===== config.mk =====
export PLATFORM = sky130hd
export DESIGN_NAME = timer_scheduler
export DESIGN_NICKNAME = d
export VERILOG_FILES = /design/src/rtl/timer_pkg.sv /design/src/rtl/rr_arbiter.sv /design/src/rtl/timer_scheduler.sv
export SDC_FILE = /design/constraint.sdc
export NUM_CORES = 1
export LEC_CHECK = 0
export BUFFER_PORTS_ARGS = -buffer_cell sky130_fd_sc_hd__buf_4
export CORE_MARGIN = 3
export CORE_UTILIZATION = 25
export DETAILED_ROUTE_END_ITERATION = 16
export GPL_TIMING_DRIVEN = 0
export PLACE_DENSITY = 0.46
export SLEW_MARGIN = 20
export SYNTH_ARGS = -nofsm -noshare
export SYNTH_HDL_FRONTEND = slang
export SYNTH_SLANG_ARGS = --single-unit

===== constraint.sdc =====
create_clock -name clk -period 4.45 [get_ports clk]
set_clock_uncertainty 0.05 [all_clocks]
set_input_delay 0.2225 -clock clk [delete_from_list [all_inputs] [get_ports clk]]
set_output_delay 0.2225 -clock clk [all_outputs]
set_load 0.05 [all_outputs]

===== src/rtl/timer_pkg.sv =====
// Shared definitions for blocks that program the peripheral Timer:
// register offsets, CONTROL bit positions and the scheduler state encoding.
package timer_pkg;

    localparam logic [31:0] TIM_CTRL = 32'h0000_0000;
    localparam logic [31:0] TIM_CNT  = 32'h0000_0004;
    localparam logic [31:0] TIM_CMP  = 32'h0000_0008;
    localparam logic [31:0] TIM_PSC  = 32'h0000_000C;

    localparam int CTRL_EN_BIT  = 0;
    localparam int CTRL_IRQ_BIT = 1;
    localparam int CTRL_RST_BIT = 2;
    localparam int CTRL_OVF_BIT = 3;

    // ResetTimer | GenerateInterrupt | EnableTimer
    localparam logic [31:0] CTRL_START_DEF = (32'd1 << CTRL_EN_BIT)
                                           | (32'd1 << CTRL_IRQ_BIT)
                                           | (32'd1 << CTRL_RST_BIT);

    typedef enum logic [2:0] {
        ST_IDLE     = 3'd0,
        ST_WR_CMP   = 3'd1,
        ST_WR_CTRL  = 3'd2,
        ST_WAIT_IRQ = 3'd3,
        ST_CLR      = 3'd4,
        ST_DONE     = 3'd5
    } sched_state_e;

endpackage


===== src/rtl/rr_arbiter.sv =====
// Round-robin pick: returns the first set request strictly after last_grant,
// wrapping around; last_grant itself is considered last.
module rr_arbiter #(
    parameter int N = 4
) (
    input  logic [N-1:0]         req,
    input  logic [$clog2(N)-1:0] last_grant,
    output logic                 gnt_valid,
    output logic [$clog2(N)-1:0] gnt_id
);

    localparam int W = $clog2(N);

    always_comb begin
        int          idx;
        logic [W-1:0] idx_w;
        gnt_valid = 1'b0;
        gnt_id    = '0;
        idx       = 0;
        idx_w     = '0;
        // Walk from the farthest offset down so the nearest requester wins.
        for (int off = N; off >= 1; off--) begin
            idx = int'(last_grant) + off;
            if (idx >= N) begin
                idx = idx - N;
            end
            idx_w = W'(idx);
            if (req[idx_w]) begin
                gnt_valid = 1'b1;
                gnt_id    = idx_w;
            end
        end
    end

endmodule


===== src/rtl/timer_scheduler.sv =====
// Shares one peripheral Timer between NUM_REQ one-shot delay requesters:
// latches requests, grants round-robin, programs the Timer and pulses done.
//
// state    | meaning
// IDLE     | no owner; pick next pending requester
// WR_CMP   | writing delay to COMPARE
// WR_CTRL  | writing CTRL_START to CONTROL
// WAIT_IRQ | Timer running; wait for irq or cancel
// CLR      | writing CTRL_STOP to CONTROL
// DONE     | pulse done for the owner
module timer_scheduler
    import timer_pkg::*;
#(
    parameter int          NUM_REQ    = 4,
    parameter logic [31:0] CTRL_START = CTRL_START_DEF,
    parameter logic [31:0] CTRL_STOP  = 32'h0000_0000
) (
    input  logic                       clk,
    input  logic                       rst,
    input  logic [NUM_REQ-1:0]         req_valid,
    input  logic [NUM_REQ*32-1:0]      req_delay,
    output logic [NUM_REQ-1:0]         req_ready,
    input  logic [NUM_REQ-1:0]         cancel,
    output logic [NUM_REQ-1:0]         done,
    output logic                       busy,
    output logic [$clog2(NUM_REQ)-1:0] grant_id,
    output logic [31:0]                tim_address,
    output logic                       tim_wr_en,
    output logic [31:0]                tim_wr_data,
    input  logic                       tim_irq
);

    localparam int GW = $clog2(NUM_REQ);

    sched_state_e      state_q, state_d;
    logic [NUM_REQ-1:0] pending_q, pending_d;
    logic [31:0]        dly_q [NUM_REQ];
    logic [31:0]        dly_d [NUM_REQ];
    logic [GW-1:0]      last_grant_q, last_grant_d;
    logic [GW-1:0]      grant_q, grant_d;
    logic               abort_q, abort_d;
    logic [NUM_REQ-1:0] done_q, done_d;
    logic               wr_en_q, wr_en_d;
    logic [31:0]        addr_q, addr_d;
    logic [31:0]        wdata_q, wdata_d;

    logic [NUM_REQ-1:0] accept;
    logic [NUM_REQ-1:0] granted_mask;
    logic [NUM_REQ-1:0] cancel_eff;
    logic [NUM_REQ-1:0] arb_req;
    logic               cancel_grant;
    logic               arb_valid;
    logic [GW-1:0]      arb_id;

    // A queued request cancelled on the same edge it would win must not be granted.
    rr_arbiter #(.N(NUM_REQ)) u_arb (
        .req        (arb_req),
        .last_grant (last_grant_q),
        .gnt_valid  (arb_valid),
        .gnt_id     (arb_id)
    );

    always_comb begin
        granted_mask = '0;
        if (state_q != ST_IDLE) begin
            granted_mask[grant_q] = 1'b1;
        end
        accept       = req_valid & ~pending_q;
        cancel_eff   = cancel & pending_q & ~granted_mask;
        arb_req      = pending_q & ~cancel_eff;
        cancel_grant = (state_q != ST_IDLE) && cancel[grant_q];
    end

    always_comb begin
        state_d      = state_q;
        pending_d    = (pending_q & ~cancel_eff) | accept;
        dly_d        = dly_q;
        last_grant_d = last_grant_q;
        grant_d      = grant_q;
        abort_d      = abort_q;
        done_d       = '0;
        wr_en_d      = 1'b0;
        addr_d       = '0;
        wdata_d      = '0;

        for (int i = 0; i < NUM_REQ; i++) begin
            if (accept[i]) begin
                dly_d[i] = req_delay[i*32 +: 32];
            end
        end

        unique case (state_q)
            ST_IDLE: begin
                abort_d = 1'b0;
                if (arb_valid) begin
                    grant_d      = arb_id;
                    last_grant_d = arb_id;
                    if (dly_q[arb_id] == 32'd0) begin
                        state_d        = ST_DONE;
                        done_d[arb_id] = 1'b1;
                    end else begin
                        state_d = ST_WR_CMP;
                        wr_en_d = 1'b1;
                        addr_d  = TIM_CMP;
                        wdata_d = dly_q[arb_id];
                    end
                end
            end
            ST_WR_CMP: begin
                abort_d = abort_q | cancel_grant;
                state_d = ST_WR_CTRL;
                wr_en_d = 1'b1;
                addr_d  = TIM_CTRL;
                wdata_d = CTRL_START;
            end
            ST_WR_CTRL: begin
                abort_d = abort_q | cancel_grant;
                state_d = ST_WAIT_IRQ;
            end
            ST_WAIT_IRQ: begin
                if (abort_q || cancel_grant || tim_irq) begin
                    abort_d = abort_q | cancel_grant;
                    state_d = ST_CLR;
                    wr_en_d = 1'b1;
                    addr_d  = TIM_CTRL;
                    wdata_d = CTRL_STOP;
                end
            end
            ST_CLR: begin
                if (abort_q) begin
                    state_d            = ST_IDLE;
                    pending_d[grant_q] = 1'b0;
                end else begin
                    state_d         = ST_DONE;
                    done_d[grant_q] = 1'b1;
                end
            end
            ST_DONE: begin
                state_d            = ST_IDLE;
                pending_d[grant_q] = 1'b0;
            end
            default: begin
                state_d = ST_IDLE;
            end
        endcase
    end

    always_ff @(posedge clk or negedge rst) begin
        if (!rst) begin
            state_q      <= ST_IDLE;
            pending_q    <= '0;
            for (int i = 0; i < NUM_REQ; i++) begin
                dly_q[i] <= '0;
            end
            last_grant_q <= GW'(NUM_REQ - 1);
            grant_q      <= '0;
            abort_q      <= 1'b0;
            done_q       <= '0;
            wr_en_q      <= 1'b0;
            addr_q       <= '0;
            wdata_q      <= '0;
        end else begin
            state_q      <= state_d;
            pending_q    <= pending_d;
            dly_q        <= dly_d;
            last_grant_q <= last_grant_d;
            grant_q      <= grant_d;
            abort_q      <= abort_d;
            done_q       <= done_d;
            wr_en_q      <= wr_en_d;
            addr_q       <= addr_d;
            wdata_q      <= wdata_d;
        end
    end

    assign req_ready   = ~pending_q;
    assign done        = done_q;
    assign busy        = (state_q != ST_IDLE);
    assign grant_id    = grant_q;
    assign tim_wr_en   = wr_en_q;
    assign tim_address = addr_q;
    assign tim_wr_data = wdata_q;

endmodule

==> flow_summary_export.csv <==
group,metric,value,unit
outcome,status,"completed",
timing,layout_min_cycle_time,4140,ps
hold_path,hold_class,"in2reg",
place,io_buffer_count,183,
clock_network,root_buffer,"clkbuf_16",
grt,grt_pass1_vias,6631,
timing,period_share,0.931,
place,place_congestion,0.789,
die,ios,215,
yosys,synth_warnings,0,
grt,track_usage,0.163,
finish,drive_gt1_frac,0.417,
die,coreArea,32800,µm²
die,start_util,0.256,
timing,finalMaxSlewViolations,0,
detailed_routing,dr_wl_met2,13700,µm
detailed_routing,wl_met1,13900,µm
yosys,synth_cell_types,55,
detailed_routing,antenna_left,0,
worst_setup_path,crit_arrival,4450,ps
timing,relSlewSlack,0.273,
power,p_leak,5.47,nW
worst_setup_path,start_kind,"register",
detailed_routing,wirelength,29000,µm
yosys,avgSynthCellArea,13.3,µm²
grt,grt_pass1_wl,42800,µm
worst_setup_path,critical_path_class,"reg2reg",
place,dp.cells,1288,
clock_network,cts_num_sinks,178,
clock_network,holdBufCountCts,129,
clock_network,cts_tree,"built",
finish,area_growth_syn_to_layout,47.8,%
finish,final_common_cell,"buf_4",
timing,timing.fmax,241,MHz
detailed_routing,drc,0,
yosys,synthFlopType,"dfrtp_1",
yosys,syn_inst,631,
timing,tightest_slew,1090,ps
die,dieArea,35700,µm²
clock_network,cts_resized,0,
finish,finalNonFillerCells,1449,
grt,grt_overflow_total,0,
clock_network,clk_latency,440,ps
clock_network,clockBufferDepth,2,
die,rows,66,
grt,grt_max_degree,72,
detailed_routing,top_layer_used,"met4",
yosys,synth_edf_count,0,
yosys,synthArstFlopShare,1.00,
yosys,synth-seq-cells,178,
worst_setup_path,worst_setup_path_end_kind,"register",
finish,n_antenna_cell,0,
timing,final-hold-violation-count,0,
detailed_routing,firstDrtPassIters,4,
yosys,synth_area,8380,µm²
clock_network,cts_setup_buffers,0,
timing,setup_viol,0,
yosys,yosysTopAreaCell,"dfrtp_1",
detailed_routing,met3_length,1190,µm
die,die_w,189,µm
detailed_routing,wl_per_cell,20.0,µm
finish,mostFrequentLayoutCells,"buf_4, dfrtp_1, mux2_2",
finish,nets,1133,
timing,rsz0062_at_grt,"no",
power,vdd_drop_max,0.347,mV
power,total_power,0.00885,W
yosys,synth_top_area_frac,0.526,
detailed_routing,num_vias,6368,
place,dp_hpwl,22000,µm
detailed_routing,drt_iter0_markers,254,
clock_network,clk_pin_slew,70,ps
clock_network,cts_inserted_buffers,17,
worst_setup_path,required,4760,ps
clock_network,cts_max_level,4,
worst_setup_path,critPathMaxFanout,10,
grt,antenna_found_initial,0,
timing,fin_tns_setup,0,ps
detailed_routing,via_per_inst,4.39,
die,die_h,189,µm
yosys,synth_area_leaders,"dfrtp_1, mux2_2, mux2i_1",
yosys,yosysSeqAreaShare,0.532,
power,p_per_area,715,nW/µm²
run,drv_cap,0,
-- cells in the mapped netlist (2+ instances only) --
| master | instances |
|---|---|
| dfrtp_1 | 176 |
| mux2_2 | 130 |
| buf_4 | 36 |
| mux2i_1 | 34 |
| nor2b_1 | 31 |
| clkbuf_1 | 26 |
| a211oi_1 | 23 |
| nor4_1 | 19 |
| a2111oi_2 | 14 |
| nor2_1 | 11 |
| inv_1 | 10 |
| nand2_1 | 9 |
| a2111oi_0 | 8 |
| a21oi_1 | 8 |
| and2_1 | 8 |
| nor3_1 | 8 |
| and3_1 | 6 |
| buf_2 | 6 |
| a21o_1 | 5 |
| buf_6 | 5 |
| or4_1 | 5 |
| mux4_1 | 4 |
| a22o_1 | 3 |
| a31oi_1 | 3 |
| nand4b_1 | 3 |
| o21ai_0 | 3 |
| o31ai_1 | 3 |
| a21boi_0 | 2 |
| a32o_1 | 2 |
| a32oi_1 | 2 |
| dfstp_2 | 2 |
| mux4_2 | 2 |
| nand2b_1 | 2 |
-- per-stage QoR --
step	utilization	setup WS (ps)	area (µm²)	hold WS [ps]
2_1_floorplan	-	868	8490	-123
3_3_place_gp	0.318	371	10400	406
3_5_place_dp	0.320	370	10500	143
4_1_cts	0.378	340	12400	123
5_1_grt	0.378	105	12400	165
6_report	0.378	307	12400	161
-- sequential cells by signal (all words and copies together) (netlist names) --
register / count
abort_q: 1
dly_q: 128
done: 4
grant_id: 2
last_grant_q: 2
pending_q: 4
state_q: 3
tim_address: 1
tim_wr_data: 32
tim_wr_en: 1
-- cells by family (layout without fill, tap and decap cells) --
group | count (synthesis) | count (layout) | synth area share
multiplexers | 170 | 170 | 0.233
buffers and inverters | 85 | 431 | 0.0596
AND/OR/NAND/NOR | 108 | 108 | 0.0777
flip-flops | 178 | 178 | 0.532
other | 1 | 31 | 0.000448
AO/OA/AOI/OAI | 89 | 89 | 0.0969
-- area by class of cell --
type                            count  area (µm²)
Inverter                           11        41.3
Buffer                             74         458
Multi-Input combinational cell    398        3530
Sequential cell                   178        4460
Clock buffer                       18         429
Timing Repair Buffer              314        2730
Tap cell                          442         553
Fill cell                        3292       20400
Clock inverter                     14         178
-- path summary, 6_finish.rpt --
kind / start / end / slack (ps) / depth (start not counted)
min reg2reg: dly_q[33] / dly_q[33] / 450 / 1
min in group asynchronous: rst / dly_q[87] / 260 / 2
min: tim_irq / state_q[1] / 160 / 4
max in group asynchronous: rst / last_grant_q[1] / 3320 / 3
max reg2reg: state_q[1] / done[2] / 310 / 12
max: state_q[1] / done[2] / 310 / 12
-- metal layers --
layer / global-route usage / vias up
met2: 0.264 / 160
met4: 0.0390 / 0
met1: 0.231 / 3170
met5: 0 / -
li1: - / 3028
met3: 0.0220 / 10
-- critical path, cell delays in order (launching register included) --
cell and delay [ps]:
dfrtp_1 370, buf_4 170, nor3_4 260, inv_2 140, a31oi_4 290, o32ai_2 160, a211oi_4 500, mux4_1 660
a2111oi_1 610, and3_1 290, buf_6 160, buf_6 180, a32o_1 210
-- report_power, final --
group	total, W	leakage, nW	internal (W)	switching, W
logic	0.00434	3.03	0.00183	0.00251
registers	0.00290	2.14	0.00235	0.000548
clock network	0.00160	0.295	0.000896	0.000708
Power figures use the tool's default switching activity.
